File: src/rtl/hist_accumulator_pkg.sv
// Shared types and defaults for the histogram write stage.
// Imported by hist_accumulator and the readout side.
package hist_accumulator_pkg;

    localparam int DEF_PIXEL_BITS = 10;
    localparam int DEF_BIN_BITS   = 10;
    localparam int DEF_COUNT_BITS = 32;
    localparam int PCNT_BITS      = 32;

    typedef enum logic [2:0] {
        ST_IDLE,
        ST_CLEAR,
        ST_ACCUM,
        ST_DRAIN,
        ST_DONE
    } state_t;

endpackage

File: src/rtl/hist_accumulator.sv
// Histogram write stage: clears the bin RAM, then does a pipelined
// read-modify-write increment per pixel with S2->S1 forwarding.
module hist_accumulator
    import hist_accumulator_pkg::*;
#(
    parameter int PIXEL_BITS = DEF_PIXEL_BITS,
    parameter int BIN_BITS   = DEF_BIN_BITS,
    parameter int COUNT_BITS = DEF_COUNT_BITS
) (
    input  logic                  Clock,
    input  logic                  Reset,
    input  logic                  FrameStart,
    input  logic                  FrameEnd,
    input  logic                  PixelValid,
    input  logic [PIXEL_BITS-1:0] PixelData,
    output logic                  PixelReady,
    output logic [BIN_BITS-1:0]   RamWrAddress,
    output logic [COUNT_BITS-1:0] RamData,
    output logic                  RamWE,
    output logic                  RamWrClockEn,
    output logic [BIN_BITS-1:0]   RamRdAddress,
    input  logic [COUNT_BITS-1:0] RamQ,
    output logic [PCNT_BITS-1:0]  PixelCount,
    output logic                  HistDone,
    output logic                  Busy
);

    state_t state;
    state_t stateNext;

    logic [BIN_BITS-1:0]   clrAddr;
    logic                  drainLast;
    logic [BIN_BITS-1:0]   b1;
    logic [BIN_BITS-1:0]   b2;
    logic                  v1;
    logic                  v2;
    logic [COUNT_BITS-1:0] c2;
    logic [COUNT_BITS-1:0] operand;
    logic [COUNT_BITS-1:0] countNext;
    logic [BIN_BITS-1:0]   pixelBin;
    logic                  accept;
    logic                  pipeActive;

    assign pixelBin   = PixelData[PIXEL_BITS-1 -: BIN_BITS];
    assign PixelReady = (state == ST_ACCUM);
    assign accept     = PixelReady && PixelValid;
    assign pipeActive = (state == ST_ACCUM) || (state == ST_DRAIN);

    // S2 holds a write the RAM has not absorbed yet; forward it on a bin hit.
    assign operand   = (v2 && (b2 == b1)) ? c2 : RamQ;
    assign countNext = (operand == '1) ? operand : operand + 1'b1;

    assign RamRdAddress = (state == ST_CLEAR) ? clrAddr : b1;
    assign RamWrAddress = (state == ST_CLEAR) ? clrAddr : b2;
    assign RamData      = (state == ST_CLEAR) ? '0 : c2;
    assign RamWE        = (state == ST_CLEAR) || v2;
    assign RamWrClockEn = 1'b1;
    assign Busy         = (state == ST_CLEAR) || (state == ST_DRAIN);
    assign HistDone     = (state == ST_DONE);

    always_comb begin
        stateNext = state;
        if (FrameStart) begin
            stateNext = ST_CLEAR;
        end else begin
            unique case (state)
                ST_IDLE:  stateNext = ST_IDLE;
                ST_CLEAR: if (clrAddr == '1) stateNext = ST_ACCUM;
                ST_ACCUM: if (FrameEnd) stateNext = ST_DRAIN;
                ST_DRAIN: if (drainLast) stateNext = ST_DONE;
                ST_DONE:  stateNext = ST_IDLE;
                default:  stateNext = ST_IDLE;
            endcase
        end
    end

    always_ff @(posedge Clock) begin
        if (Reset) begin
            state     <= ST_IDLE;
            clrAddr   <= '0;
            drainLast <= 1'b0;
        end else begin
            state <= stateNext;
            if (FrameStart)
                clrAddr <= '0;
            else if (state == ST_CLEAR)
                clrAddr <= clrAddr + 1'b1;
            drainLast <= (state == ST_DRAIN) && !drainLast;
        end
    end

    always_ff @(posedge Clock) begin
        if (Reset) begin
            v1 <= 1'b0;
            v2 <= 1'b0;
            b1 <= '0;
            b2 <= '0;
            c2 <= '0;
        end else begin
            v1 <= accept && !FrameStart;
            v2 <= v1 && pipeActive && !FrameStart;
            if (accept)
                b1 <= pixelBin;
            if (v1) begin
                b2 <= b1;
                c2 <= countNext;
            end
        end
    end

    always_ff @(posedge Clock) begin
        if (Reset)
            PixelCount <= '0;
        else if (FrameStart)
            PixelCount <= '0;
        else if (accept && (PixelCount != '1))
            PixelCount <= PixelCount + 1'b1;
    end

endmodule

File: config.mk
export PLATFORM = sky130hd
export DESIGN_NAME = hist_accumulator
export DESIGN_NICKNAME = d
export VERILOG_FILES = /design/src/rtl/hist_accumulator_pkg.sv /design/src/rtl/hist_accumulator.sv
export SDC_FILE = /design/constraint.sdc
export NUM_CORES = 1
export LEC_CHECK = 0
export BUFFER_PORTS_ARGS = -buffer_cell sky130_fd_sc_hd__buf_4
export CAP_MARGIN = 40
export CELL_PAD_IN_SITES_DETAIL_PLACEMENT = 0
export CELL_PAD_IN_SITES_GLOBAL_PLACEMENT = 1
export CORE_AREA = 2 2 131 133
export CTS_CLUSTER_SIZE = 10
export DETAILED_ROUTE_END_ITERATION = 7
export DIE_AREA = 0 0 133 135
export HOLD_SLACK_MARGIN = 0.06
export PLACE_DENSITY_LB_ADDON = 0.1
export SYNTH_ARGS = -nofsm -noshare
export SYNTH_HDL_FRONTEND = slang
export SYNTH_SLANG_ARGS = --single-unit
export TNS_END_PERCENT = 30
File: constraint.sdc
create_clock -name Clock -period 3.4 [get_ports Clock]
set_input_delay 0.68 -clock Clock [delete_from_list [all_inputs] [get_ports Clock]]
set_output_delay 0.68 -clock Clock [all_outputs]
set_load 0.01 [all_outputs]
==> metrics.md <==
| Metric | Value |
|---|---|
| Status | finished, final reports clean |
| Crit path from | state[0] |
| Vias | 6,787 |
| HPWL after DPL | 16.0 mm |
| Internal Power | 0.00178 W |
| Complex-gate fraction of the synthesized area | 14.2% |
| Min cycle time layout | 3.00 ns |
| Overflow after GRT | 0 |
| Slew Limit Fails | 0 |
| N_diodes | 0 |
| Final Hold Violating Endpoints | 0 |
| Setup Buffers After CTS | 0 |
| Mapped Cells | 863 |
| # nets final | 1,040 |
| NetSw | 0.000658 W |
| R2R Path Start | b2[2] |
| PD cells | 301 nW/um2 |
| Post-synthesis mux area share | 7.09% |
| Post-synthesis sequential area ratio | 31.0% |
| CTS tree | yes |
| Die area | 18,000 um2 |
| Clock network fraction of design power | 43.3% |
| CTS sink cnt | 100 |
| Share of cells above drive strength 1 | 21.1% |
| Core Region | 16,400 um2 |
| Number of global-route vias before repair | 6,319 |
| Initial antenna violation count | 0 |
| Peak VDD IR | 0.000229 V |
| Asr flop ratio synth | 0% |
| Worst hold start | state[2] |
| Commonest non-fill, non-tap cell in the layout | buf_4 |
| # hold bufs at CTS | 0 |
| Rows | 47 |
| Netlist cell types | 66 |
| Port Buffers | 134 |
| Final Wtd Congestion | 0.893 |
| Switching share of power | 27.0% |
| Max Cap Viol | 0 |
| Adder-Cell Fraction of Synth Area | 0.387% |
| Chip Height | 135 um |
| Final period util | 88.2% |
| Num CTS Buffers | 9 |
| Least-Margin Pin Slew | 0.733 ns |
| Fmax | 0.333 GHz |
| Most frequent cells in the layout | buf_4 (162), nand2_1 (142), dfxtp_1 (100) |
| DR DRC count | 0 |
| Net Count, Synth | 912 |
| Syn. warnings | 0 |
| CP arrival | 2.32 ns |
| Via-per-instance ratio | 5.58 |
| Largest family of logic cells by synthesized area | simple AND/OR/NAND/NOR gates |
| Final Cell Area | 8100 um2 |
| Worst-path clk slew | 0.07 ns |
| Crit Path Class | reg2out |
| Syn Area/Cell | 7.49 um2 |
| Post-Place Worst Slack | 0.460 ns |
| IO Pins | 136 |
| First-pass DRT Iterations | 5 |
| RSZ-0062 raised after global routing | no |
| Final setup violation count | 0 |
| Routed len/inst | 18.1 um |
| Combinational Power Share | 8.1% |
| Main flop type after synthesis | dfxtp_1 |
| Worst-Skew Late Latency | 0.36 ns |
| Cell taking the most area after synthesis | dfxtp_1 |
| Flop pwr share | 48.5% |
| Slack of the critical path | 0.401 ns |
| Synth-to-Final Area Change | 25.4% |
| Root buf cell | clkbuf_16 |
| Die width | 133 um |
| Placed Area | 7800 um2 |
| Startpoint Class | flop |
| Synth top area cells | dfxtp_1 (31%), nand2_1 (8.2%), nor2_1 (5.2%) |
| Post-Syn Area | 6460 um2 |
| Initial Util | 39.4% |
| Slew margin rel. | 50.7% |
| Post-Synth XOR/XNOR Area | 7.67% |
| DRT iter0 DRCs | 429 |
| Simple-gate share of the synthesized area | 35.9% |
| H-tree depth | 3 |
| First-pass GRT wire length | 34.6 mm |
| CP endpoint kind | output pin |
| Worst-path maximum fanout | 14 |
| P_leak | 3.18 nW |
| Clk buf depth | 2 |
| Crit path required time | 2.72 ns |
| Post-synthesis sequential element count | 100 |
| Post-layout util | 49.4% |
| Total track usage | 24.4% |
| Skew final | 0.0150 ns |
| Post_cts resized | 0 |
| Largest net degree at the start of global routing | 49 |
| Worst hold-check path type | reg2reg |
| Setup TNS Final | 0 ns |
| WL final | 22.0 mm |
| Area share of the largest cell type after synthesis | 31.0% |
| Post-synth EDFFs | 0 |
| ANT nets after route | 0 |
-- kinds of logic (layout without fill, tap and decap cells) --
family,count (synthesis),in the layout
XOR/XNOR,54,54
adder cells (fa/ha/maj),2,2
flip-flops,100,100
other,1,1
AND/OR/NAND/NOR,462,462
AO/OA/AOI/OAI,139,139
buffers and inverters,61,194
multiplexers,44,44
-- power groups by stage --
| stage | sequential [W] | clock, W | combinational, W |
|---|---|---|---|
| after global placement | 0.00121 | 0 | 0.000195 |
| after floorplan | 0.00121 | 0 | 0.0000944 |
| after detailed placement | 0.00121 | 0 | 0.000197 |
| after global routing | 0.00118 | 0.00113 | 0.000217 |
| final | 0.00118 | 0.00105 | 0.000198 |
| after CTS | 0.00118 | 0.00108 | 0.000198 |
-- layer usage --
layer | global-route usage [%] | part of all wire, % | up-vias
met5 | 0 | 0 | -
met2 | 41.4 | 48 | 215
met3 | 3.30 | 5.2 | 41
met1 | 31.7 | 44 | 3185
li1 | - | - | 3346
met4 | 9.08 | 2.3 | 0
-- worst paths after layout --
kind,endpoint,slack [ns],depth (start not counted)
setup / recovery,RamRdAddress[5],0.40,6
hold / removal,state[1],0.47,1
hold reg to reg,state[1],0.47,1
setup reg to reg,c2[24],0.48,7
-- area by class of cell --
cell class,instances,area [um2]
fill,1679,8310
multi-input combinational,702,4230
tap,220,275
clock inverter,7,72.6
sequential,100,2000
clock buffer,9,225
timing repair buffer,164,1240
inverter,14,52.6
-- cells in the mapped netlist, types with 7 or more instances --
| library cell | instances |
|---|---|
| a211oi_1 | 7 |
| a21oi_1 | 46 |
| a31oi_1 | 7 |
| and2_1 | 43 |
| and3_1 | 29 |
| and4_1 | 18 |
| clkbuf_1 | 38 |
| dfxtp_1 | 100 |
| inv_1 | 13 |
| mux2_2 | 14 |
| mux2i_1 | 30 |
| nand2_1 | 142 |
| nand3_1 | 48 |
| nand4_1 | 36 |
| nor2_1 | 89 |
| nor3_1 | 18 |
| nor4_1 | 8 |
| o21ai_0 | 25 |
| or3_1 | 11 |
| xnor2_1 | 22 |
| xor2_1 | 29 |
-- registers in the layout, indices dropped and copies added (netlist names) --
signal	count
v2	1
clrAddr	10
c2	32
drainLast	1
b2	10
PixelCount	32
b1	10
state	3
v1	1
-- per-stage QoR --
stage / hold WS [ns] / std cells / power [W]
after floorplan: 0.426 / 863 / 0.00130
after global placement: 0.468 / 1198 / 0.00140
after detailed placement: 0.453 / 1200 / 0.00141
after CTS: 0.474 / 1216 / 0.00246
after global routing: 0.500 / 1216 / 0.00253
final: 0.474 / 1216 / 0.00244
-- critical path: stages, from the launching register on --
cell and delay [ns]:
dfxtp_1 0.43, nor2b_1 0.34, nor2b_2 0.63, buf_4 0.27, nand2_1 0.08, nand2_1 0.09, buf_4 0.12
Power figures use the tool's default switching activity.
